## src/rtl/mont_r2_precompute.sv

```systemverilog
`default_nettype none
// ============================================================================
// Module   : mont_r2_precompute
// Purpose  : Sequential computation of R2 = 2^(2*BITS) mod M by repeated
//            modular doubling, for the Montgomery exponentiation datapath.
//            Optional macro MONT_R2_ODD_CHECK_EN rejects even moduli.
// Revision : 1.0  initial release
// ============================================================================
module mont_r2_precompute #(
    parameter int BITS = 4
) (
    input  logic            clk,
    input  logic            reset,
    input  logic            go,
    input  logic [BITS-1:0] M,
    output logic            done,
    output logic            busy,
    output logic [BITS-1:0] R2,
    output logic [BITS-1:0] Mo,
    output logic            err
);

    localparam int            CW     = (BITS > 1) ? $clog2(2 * BITS) : 1;
    localparam logic [CW-1:0] c_last = CW'(2 * BITS - 1);

    typedef enum logic [1:0] {
        S_IDLE = 2'd0,
        S_RUN  = 2'd1,
        S_DONE = 2'd2
    } state_t;

    state_t          r_state;
    state_t          w_state_next;
    logic [BITS-1:0] r_r;
    logic [BITS-1:0] r_mo;
    logic [CW-1:0]   r_cnt;
    logic            r_err;

    logic            w_reject;
    logic [BITS:0]   w_two_r;
    logic            w_ge;
    logic [BITS-1:0] w_r_next;

`ifdef MONT_R2_ODD_CHECK_EN
    assign w_reject = (M == '0) || !M[0];
`else
    assign w_reject = (M == '0);
`endif

    // r < Mo always holds, so the reduced value fits back into BITS bits and
    // the subtraction may be done modulo 2^BITS.
    assign w_two_r  = {r_r, 1'b0};
    assign w_ge     = (w_two_r >= {1'b0, r_mo});
    assign w_r_next = w_ge ? (w_two_r[BITS-1:0] - r_mo) : w_two_r[BITS-1:0];

    always_ff @(posedge clk or posedge reset) begin
        if (reset) begin
            r_state <= S_IDLE;
        end else begin
            r_state <= w_state_next;
        end
    end

    always_comb begin
        w_state_next = r_state;
        case (r_state)
            S_IDLE: begin
                if (go) begin
                    w_state_next = w_reject ? S_DONE : S_RUN;
                end
            end
            S_RUN: begin
                if (r_cnt == c_last) begin
                    w_state_next = S_DONE;
                end
            end
            S_DONE: begin
                if (!go) begin
                    w_state_next = S_IDLE;
                end
            end
            default: w_state_next = S_IDLE;
        endcase
    end

    always_ff @(posedge clk or posedge reset) begin
        if (reset) begin
            r_r   <= '0;
            r_mo  <= '0;
            r_cnt <= '0;
            r_err <= 1'b0;
        end else begin
            case (r_state)
                S_IDLE: begin
                    if (go) begin
                        r_mo  <= M;
                        r_cnt <= '0;
                        r_err <= w_reject;
                        r_r   <= (w_reject || (M == BITS'(1))) ? '0 : BITS'(1);
                    end
                end
                S_RUN: begin
                    r_r   <= w_r_next;
                    r_cnt <= r_cnt + CW'(1);
                end
                default: begin
                end
            endcase
        end
    end

    assign done = (r_state == S_DONE);
    assign busy = (r_state == S_RUN);
    assign R2   = r_r;
    assign Mo   = r_mo;
    assign err  = r_err;

endmodule
`default_nettype wire

```

## config.mk

```make
export PLATFORM = sky130hd
export DESIGN_NAME = mont_r2_precompute
export DESIGN_NICKNAME = d
export VERILOG_FILES = /design/src/rtl/mont_r2_precompute.sv
export SDC_FILE = /design/constraint.sdc
export NUM_CORES = 1
export LEC_CHECK = 0
export BUFFER_PORTS_ARGS = -buffer_cell sky130_fd_sc_hd__buf_2
export CELL_PAD_IN_SITES_DETAIL_PLACEMENT = 1
export CELL_PAD_IN_SITES_GLOBAL_PLACEMENT = 2
export CORE_MARGIN = 4
export CORE_UTILIZATION = 33
export CTS_CLUSTER_SIZE = 14
export DETAILED_ROUTE_END_ITERATION = 10
export PLACE_DENSITY_LB_ADDON = 0.3
export SETUP_SLACK_MARGIN = 0.15
export SYNTH_ARGS = -nofsm -noshare
export SYNTH_HDL_FRONTEND = slang
export SYNTH_SLANG_ARGS = --single-unit
```

## constraint.sdc

```tcl
create_clock -name clk -period 3 [get_ports clk]
set_input_delay 0.15 -clock clk [delete_from_list [all_inputs] [get_ports clk]]
set_output_delay 0.15 -clock clk [all_outputs]
set_load 0.01 [all_outputs]
```

# [Word-level counts from Yosys, hierarchy flattened]
# Cells that the tools add are included.
[op_classes] addsub=2 magnitude_cmp=1 eq_ne=7 n_mux=11 n_reduce_logical=7
[op_table] cell="$mux W2" count=4
[op_table] cell="$mux W4" count=2
[op_table] cell="$pmux W4 S2" count=1
[op_table] cell="$pmux W2 S3" count=1
[op_table] cell="$pmux W3 S2" count=1
[op_table] cell="$ge A5 B4 Y1" count=1
[op_table] cell="$eq A4 B1 Y1 const B" count=1
[op_table] cell="$logic_not A4 Y1" count=1
[op_table] cell="$ne A2 B2 Y1 const B" count=2
[op_table] cell="$reduce_and A2 Y1" count=2
[op_table] cell="$sub A4 B4 Y4" count=1
[op_table] cell="$add A3 B1 Y3 const B" count=1
[op_table] cell="$eq A3 B3 Y1 const B" count=1
[op_table] cell="$mux W3" count=1
[op_table] cell="$reduce_and A3 Y1" count=1
[op_table] cell="$eq A2 B1 Y1 const B" count=1
[op_table] cell="$eq A2 B2 Y1 const B" count=1
[op_table] cell="$logic_not A2 Y1" count=1
[op_table] cell="$ne A2 B1 Y1 const B" count=1
[op_table] cell="$reduce_bool A2 Y1" count=1
[op_table] cell="$logic_or A1 B1 Y1" count=1
[op_table] cell="$mux W1" count=1
[word_totals] ff_bits=14 word_cells=33

# [Longest topological paths before layout]
# Gate-level depths: netlist (run 1).
[logic_depth] word_depth=5 mapped_depth=7 mapped_depth_nobuf=7

# [Least setup slack after synthesis (run 1)]
# No wires, ideal clock.
[synth_timing] path_type="reg-to-reg" startpoint="reg r_r[0] (netlist: R2[0])" endpoint="reg r_r[2] (netlist: R2[2])" t_arrival_ns=1.613 t_required_ns=2.878 slack_ns=1.265 path_stages_with_launch=7 period_less_slack_ns=1.735 cell_sequence="dfrtp_1 -> ha_1 -> ha_1 -> inv_1 -> a21oi_1 -> or3_1 -> a32o_1"
[synth_via] elab_chain_cells=3 word_cells_on_any_way=4 cone_classes="1 x add/sub; 1 x order compare; 2 x mux"
[synth_rtl] item="from (decl)" line_no="34" source="logic [BITS-1:0] r_r;"
[synth_rtl] item="from (signal assigned)" line_no="99" source="r_r <= (w_reject || (M == BITS'(1))) ? '0 : BITS'(1);"
[synth_rtl] item="from (signal assigned)" line_no="103" source="r_r <= w_r_next;"
[synth_rtl] item="$sub A4 B4 Y4 or $ge A5 B4 Y1 (tied branches)" line_no="54, 53"
[synth_rtl] item="$mux W4 *" line_no="54" source="assign w_r_next = w_ge ? (w_two_r[BITS-1:0] - r_mo) : w_two_r[BITS-1:0];"
[synth_rtl] item="$pmux W4 S2 *" line_no="93" source="case (r_state)"
# Every way passes the cells marked *; elsewhere a longest branch is shown, timed or not.
# A chain may end at the register's enable or synchronous reset.

# [Worst setup path after layout (run 1)]
# Same ends and word-level chain as after synthesis.

==> out/qor.csv, run 1 <==
stage;metric;value;unit
yosys;Synth Instances;85;
setup_path;highest net fanout along the worst path;5;
clock_tree;CTS Buf Count;3;
place;gpl congestion;0.751;
setup_path;Critical Path Start Type;register;
setup_path;worst endpoint required time;3.16;ns
setup_path;FF-to-FF Start;R2[0];
setup_path;r2r endpoint;R2[2];
floorplan;# IOs;18;
min_path;hold endpoint;Mo[0];
sta;FMAX;545;MHz
finish;area grow syn2layout;20.9;%
yosys;ys async rst share;100;%
yosys;Mapped Avg Cell Area;9.49;µm²
clock_tree;H-tree depth;1;
clock_tree;CTS resizes;0;
min_path;worst hold start;M[0];
setup_path;FF-to-FF path depth;6;
clock_tree;TritonCTS Sinks;14;
yosys;sequential area share after synthesis;43.4;%
drt;Pre-antenna DRT Iters;4;
clock_tree;TritonCTS clock tree;done;
yosys;Syn Std Cell Area;807;µm²
sta;final hold vios;0;
clock_tree;post-CTS setup buffers;0;
global_route;Total GRT Usage;13.5;%
sta;relative slew slack;63.0;%
sta;minimum clock period;1.84;ns
sta;Slew Viols, Final;0;
power;power per cell area;1250;nW/µm²
yosys;Yosys cell types;30;
drt;via count;683;
yosys;EDFF count, synth;0;
min_path;worst hold path class;primary input to register;
sta;post-route setup TNS;0;ns
clock_tree;later-pin clock latency in the skew report;0.28;ns
setup_path;Worst EP arrival;2.00;ns
min_path;worst hold stages;3;
drt;wire per inst;14.3;µm
sta;RSZ-0062 raised after global routing;false;
setup_path;WS Path Type;register to register;
floorplan;Die Area;3300;µm²
sta;Final Cycle Share;61.2;%
global_route;initial antenna violation count;0;
finish;share of cells above drive strength 1;27.1;%
sta;final setup vio count;0;
power;final total power;0.00122;W
yosys;Syn Nets;99;
sta;worst slew pin tran;0.554;ns
yosys;Yosys reg bits;14;
power;LEAKAGE;0.482;nW
clock_tree;Max clock buf depth;2;
power;Peak VDD IR;532;µV
floorplan;Die Ht;57.5;µm
global_route;largest net degree at the start of global routing;15;
run;Maximum Capacitance Violations;0;
floorplan;die width;57.5;µm
floorplan;row cnt;17;
drt;Via density;5.06;
clock_tree;clock-pin slew on the worst setup and hold paths;0.08;ns
drt;DRT iter0 DRCs;7;
drt;DRC viols;0;
floorplan;Initial Util;35.5;%
finish;Total Nets Final;122;
global_route;vias in the first global route;758;
finish;Ant. Diodes;0;
yosys;top_reg_cell synth;dfrtp_1;
setup_path;Worst R2R Setup Slack;1.16;ns
place;detailed placer's ending HPWL;1520;µm
drt;Final ANT Viol Nets;0;
status;status;complete, no violations;
floorplan;core area;2280;µm²
yosys;synth warn;0;
global_route;first-pass GRT wire length;3480;µm
global_route;GR Overflow Total;0;
clock_tree;CTS Root Cell;clkbuf_4;
place;Port Buf Inserts;17;
drt;WL final;1920;µm
setup_path;Setup crit end kind;register;
sta;clock skew;0.0108;ns
power breakdown:
group | leakage (nW) | total [W] | internal (W) | switching (W)
Combinational | 0.288 | 0.000729 | 0.000314 | 0.000416
Sequential | 0.173 | 0.000355 | 0.000279 | 0.0000758
Clock | 0.0210 | 0.000137 | 0.0000738 | 0.0000630
Total | 0.482 | 0.00122 | 0.000667 | 0.000554
worst max path at each step:
stage	start	endpoint	cells past startpoint
4_1_cts	R2[0]	R2[2]	6
2_1_floorplan	R2[0]	R2[2]	6
5_1_grt	Mo[1]	R2[0]	7
3_5_place_dp	R2[0]	R2[2]	6
3_3_place_gp	R2[0]	R2[2]	6
6_report	R2[0]	R2[2]	6
state kept, by name (all words and copies together) (netlist names):
name,count
r_state,2
r_cnt,3
R2,4
Mo,4
err,1
worst max-delay path, stage by stage, from the launching register on:
cell,delay [ns]
dfrtp_1,0.43
ha_1,0.33
ha_1,0.21
inv_1,0.06
a21oi_1,0.12
or3_1,0.33
a32o_1,0.25
cell type report:
cell class | instances | area, µm²
fillers | 276 | 1300
inverters | 10 | 37.5
clock buffers | 4 | 36.3
well taps | 28 | 35.0
multi-input cells | 60 | 414
flip-flops and latches | 14 | 350
repair buffers | 19 | 103
placed cells by master (no fill, tap or decap), types with 3 or more instances in the layout:
master | Yosys | routed
ha_1 | 6 | 6
o21ai_0 | 10 | 10
nand2_1 | 13 | 13
clkbuf_4 | 0 | 3
inv_1 | 9 | 9
buf_2 | 1 | 17
dfrtp_1 | 14 | 14
a21oi_1 | 3 | 3
nor2_1 | 4 | 4
timing repair:
item	CTS	global route
endpoints found under the setup margin	0	0
endpoints found under the hold margin	14	0
hold buffers	1	0
kinds of logic after synthesis:
| logic type | synth area share [%] |
|---|---|
| simple gates | 20.3 |
| buf+inv | 5.27 |
| fa+ha+maj | 11.8 |
| compound gates | 15.5 |
| xor+xnor | 1.09 |
| mux | 2.64 |
| flops | 43.4 |
metrics by stage:
step	cells	worst slack, ns	cell area, µm²	util, %	hold WS [ns]
floorplan	85	1.27	807	-	0.0392
global placement	130	1.26	930	40.8	0.229
detailed placement	130	1.18	930	40.8	0.228
CTS	135	1.16	976	42.9	0.0925
global route	135	1.02	976	42.9	0.102
finish	135	1.16	976	42.9	0.102
Yosys cell counts, types with 2 or more instances:
cell / number / area [µm²]
inv_1: 9 / 33.8
nand3_1: 2 / 10.0
nor3_1: 2 / 10.0
o21ai_0: 10 / 50.1
ha_1: 6 / 75.1
nand2_1: 13 / 48.8
a21oi_1: 3 / 15.0
nor2_1: 4 / 15.0
nor2b_1: 2 / 12.5
dfrtp_1: 14 / 350
per-layer routing:
layer  up-vias  GRT usage (%)  part of all wire [%]  wire (µm)
met1       333           17.1                    46        877
met2        12           22.4                    49        952
met4         0           4.97                  0.68         13
met3         2           2.71                   4.2         80
met5         -              0                     0          0
li1        336              -                     -          -
Power figures use the tool's default switching activity.
==> run 2: changes to the inputs <==
--- a/config.mk
+++ b/config.mk
@@ -9,7 +9,7 @@
 export CELL_PAD_IN_SITES_DETAIL_PLACEMENT = 1
 export CELL_PAD_IN_SITES_GLOBAL_PLACEMENT = 2
 export CORE_MARGIN = 4
-export CORE_UTILIZATION = 33
+export CORE_UTILIZATION = 28
 export CTS_CLUSTER_SIZE = 14
 export DETAILED_ROUTE_END_ITERATION = 10
 export PLACE_DENSITY_LB_ADDON = 0.3
==> constraint.sdc (replaced) <==
create_clock -name clk -period 1.5 [get_ports clk]
set_input_delay 0.075 -clock clk [delete_from_list [all_inputs] [get_ports clk]]
set_output_delay 0.075 -clock clk [all_outputs]
set_load 0.01 [all_outputs]
==> out/qor.csv, run 2 (same netlist as run 1, synthesis figures left out) <==
stage;metric;value;unit;change
finish;most frequent cells in the layout;buf_2, buf_4, nand2_1;;
finish;area grow syn2layout;46.4;%;
setup_path;Critical Path Start Type;register;;
floorplan;Die Area;3810;µm²;+15%
place;Port Buf Inserts;17;;unchanged
setup_path;worst endpoint required time;1.69;ns;-1.47 ns
floorplan;Initial Util;29.3;%;-6.2 points
finish;Non-Filler Instances;153;;+13%
floorplan;# IOs;18;;unchanged
place;placed insts;143;;+10%
status;failing checks;negative setup slack;;
sta;FMAX;617;MHz;+13%
finish;Total Nets Final;137;;+12%
power;Peak VDD IR;1580;µV;+200%
finish;commonest non-fill, non-tap cell in the layout;buf_2;;
clock_tree;TritonCTS clock tree;done;;
setup_path;Worst R2R Setup Slack;-0.12;ns;-1.28 ns
place;detailed placer's ending HPWL;1700;µm;+12%
drt;wire per inst;14.4;µm;+1.1%
status;status;finished with violations;;
power;Psw;0.00133;W;+140%
floorplan;die width;61.7;µm;+7.4%
clock_tree;Max clock buf depth;2;;unchanged
drt;DRT iter0 DRCs;9;;+2
power;power per cell area;2670;nW/µm²;+110%
floorplan;core area;2760;µm²;+21%
power;Logic pwr share;67.6;%;+7.9 points
setup_path;FF-to-FF path depth;7;;+1
drt;via count;736;;+7.8%
drt;WL final;2200;µm;+15%
setup_path;Setup crit end kind;register;;
global_route;initial antenna violation count;0;;unchanged
min_path;worst hold path class;primary input to register;;
place;gpl congestion;0.801;;+6.7%
power;Switching Fraction;42.2;%;-3.2 points
sta;minimum clock period;1.62;ns;-0.216 ns
setup_path;highest net fanout along the worst path;5;;unchanged
sta;RSZ-0062 raised after global routing;true;;
power;Reg power frac;23.3;%;-5.8 points
global_route;Total GRT Usage;13.0;%;-0.45 points
global_route;GR Overflow Total;0;;unchanged
clock_tree;H-tree depth;1;;unchanged
sta;relative slew slack;62.6;%;-0.40 points
power;LEAKAGE;0.560;nW;+16%
finish;Finished Cell Area;1180;µm²;+21%
sta;worst slew pin tran;0.560;ns;+0.00593 ns
global_route;first-pass GRT wire length;3580;µm;+2.8%
setup_path;Worst EP arrival;1.81;ns;-0.19 ns
finish;Ant. Diodes;0;;unchanged
finish;share of cells above drive strength 1;46.7;%;+20 points
floorplan;Die Ht;61.7;µm;+7.4%
clock_tree;CTS Root Cell;clkbuf_4;;
sta;Slew Viols, Final;0;;unchanged
floorplan;row cnt;19;;+2
sta;clock skew;0.0114;ns;+0.000574 ns
power;clock share of power;9.1;%;-2.1 points
clock_tree;CTS Buf Count;3;;unchanged
setup_path;Setup crit start;Mo[1];;
sta;Final Cycle Share;108;%;+47 points
drt;Final ANT Viol Nets;0;;unchanged
clock_tree;clock-pin slew on the worst setup and hold paths;0.10;ns;+0.02 ns
clock_tree;TritonCTS Sinks;14;;unchanged
global_route;vias in the first global route;766;;+1.1%
setup_path;Worst Setup EP;R2[2];;
clock_tree;later-pin clock latency in the skew report;0.29;ns;about the same
sta;final hold vios;0;;unchanged
power;Power Internal;0.00182;W;+170%
drt;Via density;4.81;;-4.9%
setup_path;WS Path Type;register to register;;
run;Maximum Capacitance Violations;0;;unchanged
setup_path;r2r endpoint;R2[2];;
setup_path;FF-to-FF Start;Mo[1];;
drt;DRC viols;0;;unchanged
sta;final setup vio count;3;;+3
power;final total power;0.00316;W;+160%
sta;worst setup margin;-0.120;ns;-1.28 ns
drt;Pre-antenna DRT Iters;4;;unchanged
global_route;largest net degree at the start of global routing;15;;unchanged
place;Placed Area;1060;µm²;+15%
-- run 2: what timing repair did --
| item | CTS | global route |
|---|---|---|
| endpoints found under the setup margin | 5 | 6 |
| buffers inserted | 3 | 2 |
| resized for setup | 1 | 6 |
| pin swaps | 0 | 4 |
| endpoints found under the hold margin | 14 | 0 |
| hold buffers | 1 | 0 |
| gates cloned | 0 | 0 |
-- run 2: final cells by class --
| type | instances | area (µm²) |
|---|---|---|
| fillers | 333 | 1580 |
| flip-flops and latches | 14 | 354 |
| clock buffers | 4 | 36.3 |
| well taps | 31 | 38.8 |
| inverters | 10 | 37.5 |
| repair buffers | 34 | 223 |
| multi-input cells | 60 | 492 |
-- run 2: worst min-delay path by stage --
stage | start | to | slack, ns | depth (start not counted)
floorplan | reset | Mo[0] | -0.04 | 1
finish | M[0] | Mo[0] | 0.01 | 3
global placement | reset | r_cnt[0] | 0.16 | 2
CTS | M[2] | Mo[2] | 0.02 | 3
detailed placement | reset | Mo[3] | 0.17 | 2
global route | M[0] | Mo[0] | 0.04 | 3
-- run 2: layer usage --
| layer | global-route usage [%] | vias to the layer above | wire length, µm |
|---|---|---|---|
| met5 | 0 | - | 0 |
| met4 | 4.85 | 0 | 0 |
| met3 | 2.31 | 0 | 102 |
| met2 | 21.7 | 13 | 1150 |
| met1 | 16.8 | 356 | 947 |
| li1 | - | 367 | - |
-- run 2: stage by stage --
| stage | setup slack, ns | TNS (ns) | utilization (%) | hold slack (ns) |
|---|---|---|---|---|
| 3_3_place_gp | -0.0874 | -0.127 | 38.6 | 0.159 |
| 2_1_floorplan | -0.0819 | -0.0876 | - | -0.0359 |
| 4_1_cts | -0.108 | -0.276 | 41.3 | 0.0153 |
| 3_5_place_dp | -0.111 | -0.227 | 38.6 | 0.172 |
| 5_1_grt | -0.161 | -0.448 | 42.8 | 0.0375 |
| 6_report | -0.120 | -0.240 | 42.8 | 0.0142 |
-- run 2: worst max-delay path, stage by stage (launching register included) --
cell     delay (ns)
dfrtp_1        0.41
inv_2          0.09
ha_4           0.22
ha_4           0.16
inv_2          0.06
a21oi_4        0.06
or3_1          0.30
a32o_1         0.22
-- run 2: power by group through the flow --
| stage | clock, W | sequential (W) | combinational (W) |
|---|---|---|---|
| floorplan | 0 | 0.000782 | 0.00119 |
| global placement | 0 | 0.000728 | 0.00183 |
| detailed placement | 0 | 0.000739 | 0.00189 |
| CTS | 0.000293 | 0.000734 | 0.00198 |
| global route | 0.000308 | 0.000761 | 0.00239 |
| finish | 0.000287 | 0.000735 | 0.00213 |
==> run 3: changes to the inputs <==
--- a/config.mk
+++ b/config.mk
@@ -9,7 +9,7 @@
 export CELL_PAD_IN_SITES_DETAIL_PLACEMENT = 1
 export CELL_PAD_IN_SITES_GLOBAL_PLACEMENT = 2
 export CORE_MARGIN = 4
-export CORE_UTILIZATION = 28
+export CORE_UTILIZATION = 31
 export CTS_CLUSTER_SIZE = 14
 export DETAILED_ROUTE_END_ITERATION = 10
 export PLACE_DENSITY_LB_ADDON = 0.3
==> constraint.sdc (replaced) <==
create_clock -name clk -period 1.8 [get_ports clk]
set_input_delay 0.09 -clock clk [delete_from_list [all_inputs] [get_ports clk]]
set_output_delay 0.09 -clock clk [all_outputs]
set_load 0.01 [all_outputs]
==> out/qor.csv, run 3 (same netlist as run 1, synthesis figures left out) <==
stage;metric;value;unit;change
power;LEAKAGE;0.499;nW;-11%
min_path;worst hold path class;primary input to register;;
setup_path;delay-heaviest family, CP;flip-flops;;
status;status;complete, no violations;;
drt;wire per inst;15.3;µm;+6.3%
setup_path;WS Path Type;register to register;;
drt;WL final;2160;µm;-2.0%
sta;relative slew slack;60.8;%;-1.8 points
floorplan;row cnt;18;;-1
sta;FMAX;612;MHz;-0.90%
setup_path;Slowest-stage cell, CP;dfrtp_1;;
global_route;Total GRT Usage;14.0;%;+0.99 points
setup_path;Setup crit end kind;register;;
finish;Ant. Diodes;0;;unchanged
sta;final setup vio count;0;;-3
finish;share of cells above drive strength 1;38.7;%;-8.0 points
finish;area grow syn2layout;32.9;%;
setup_path;Worst R2R Setup Slack;0.17;ns;+0.29 ns
setup_path;critical path cell sequence;inv_2, ha_4, ha_4, inv_2, a21oi_4, or3_1, a32o_1;;
min_path;worst hold stages;3;;unchanged
drt;DRC viols;0;;unchanged
global_route;GR Overflow Total;0;;unchanged
drt;Pre-antenna DRT Iters;4;;unchanged
setup_path;worst endpoint required time;1.99;ns;+0.30 ns
drt;Via density;5.01;;+4.1%
global_route;largest net degree at the start of global routing;15;;unchanged
setup_path;FF-to-FF path depth;7;;unchanged
global_route;first-pass GRT wire length;3620;µm;+0.95%
setup_path;Critical Path Start Type;register;;
clock_tree;later-pin clock latency in the skew report;0.30;ns;about the same
clock_tree;TritonCTS Sinks;14;;unchanged
sta;clock skew;0.0125;ns;+0.00107 ns
clock_tree;CTS Root Cell;clkbuf_4;;
setup_path;CP bufs+invs;2;;unchanged
drt;Final ANT Viol Nets;0;;unchanged
drt;via count;706;;-4.1%
floorplan;Initial Util;32.6;%;+3.3 points
sta;post-route setup TNS;0;ns;+0.240 ns
setup_path;Max stage delay on crit path;0.41;ns;about the same
sta;Hold WS;0.0229;ns;+0.00863 ns
place;gpl congestion;0.730;;-8.9%
sta;minimum clock period;1.63;ns;+0.0147 ns
sta;Final Cycle Share;90.8;%;-17 points
setup_path;r2r endpoint;R2[2];;
place;detailed placer's ending HPWL;1570;µm;-7.7%
clock_tree;Max clock buf depth;2;;unchanged
global_route;vias in the first global route;761;;-0.65%
min_path;hold endpoint;Mo[0];;
clock_tree;TritonCTS clock tree;done;;
finish;Total Nets Final;126;;-8.0%
power;Peak VDD IR;1070;µV;-32%
setup_path;FF-to-FF Start;Mo[1];;
floorplan;Die Ht;59.0;µm;-4.3%
setup_path;Worst EP arrival;1.83;ns;+0.02 ns
setup_path;highest net fanout along the worst path;5;;unchanged
sta;worst slew pin tran;0.588;ns;+0.0275 ns
sta;Slew Viols, Final;0;;unchanged
finish;most frequent cells in the layout;buf_2, nand2_1, dfrtp_1;;
power;power per cell area;2220;nW/µm²;-17%
finish;commonest non-fill, non-tap cell in the layout;buf_2;;
clock_tree;CTS Buf Count;3;;unchanged
floorplan;core area;2480;µm²;-10%
min_path;worst hold start;M[0];;
floorplan;Die Area;3480;µm²;-8.5%
run;Maximum Capacitance Violations;0;;unchanged
sta;RSZ-0062 raised after global routing;true;;
clock_tree;clock-pin slew on the worst setup and hold paths;0.10;ns;about the same
global_route;initial antenna violation count;0;;unchanged
place;Port Buf Inserts;17;;unchanged
sta;final hold vios;0;;unchanged
drt;DRT iter0 DRCs;11;;+2
floorplan;die width;59.0;µm;-4.3%
clock_tree;H-tree depth;1;;unchanged
floorplan;# IOs;18;;unchanged
==> run 3: cell count changes in the layout (fill, tap and decap cells not counted) <==
cell | previous run | this run
buf_6 | 2 | 0
nand2b_4 | 2 | 0
dfrtp_2 | 3 | 2
o21ai_1 | 0 | 1
a21oi_1 | 1 | 2
nand2b_2 | 0 | 1
buf_4 | 14 | 5
a21oi_2 | 2 | 1
dfrtp_1 | 11 | 12
nand2b_1 | 0 | 1
o21ai_0 | 10 | 9
==> run 3: what timing repair did <==
item,CTS,global route
gates cloned,0,0
hold endpoints to repair,14,0
pin swaps,1,4
gates resized for setup,0,7
setup endpoints to repair,1,3
buffers inserted,1,3
hold buffers,1,0
==> run 3: how the worst max path moves through the flow <==
| stage | cells past startpoint | end | start | slack [ns] |
|---|---|---|---|---|
| after floorplan | 7 | R2[2] | Mo[1] | 0.17 |
| after global placement | 7 | R2[2] | Mo[1] | 0.16 |
| after detailed placement | 7 | R2[2] | Mo[1] | 0.12 |
| after CTS | 7 | R2[2] | Mo[1] | 0.15 |
| after global routing | 5 | R2[3] | R2[0] | 0.11 |
| final | 7 | R2[2] | Mo[1] | 0.17 |
==> run 3: layer usage <==
layer	global-route usage, %	share of wire (%)	vias to the layer above
met5	0	0	-
met4	5.83	1.8	0
met3	3.27	4.9	5
met2	22.9	51	14
met1	17.7	43	340
li1	-	-	347
==> run 3: layout make-up <==
type	instances	area (µm²)
repair buffers	23	133
multi-input cells	60	475
well taps	30	37.5
clock buffers	4	36.3
flip-flops and latches	14	353
inverters	10	37.5
fillers	305	1410
==> run 3: through the flow <==
step	std cells	cell area, µm²	total power, W	setup slack [ns]	util [%]
after floorplan	85	840	0.00156	0.167	-
after global placement	132	965	0.00187	0.157	38.9
after detailed placement	132	965	0.00194	0.121	38.9
after CTS	138	1020	0.00220	0.150	41.1
after global routing	141	1070	0.00264	0.105	43.3
final	141	1070	0.00238	0.165	43.3
==> run 3: worst register-to-register path, stage by stage, from the launching register on <==
cell and delay [ns]:
dfrtp_1 0.41, inv_2 0.09, ha_4 0.22, ha_4 0.16, inv_2 0.06, a21oi_4 0.06, or3_1 0.31, a32o_1 0.23
==> run 3: where the power goes <==
part	internal, W	total (W)	switching [W]
clock	0.000123	0.000242	0.000118
combinational	0.000718	0.00152	0.000802
sequential	0.000470	0.000619	0.000148
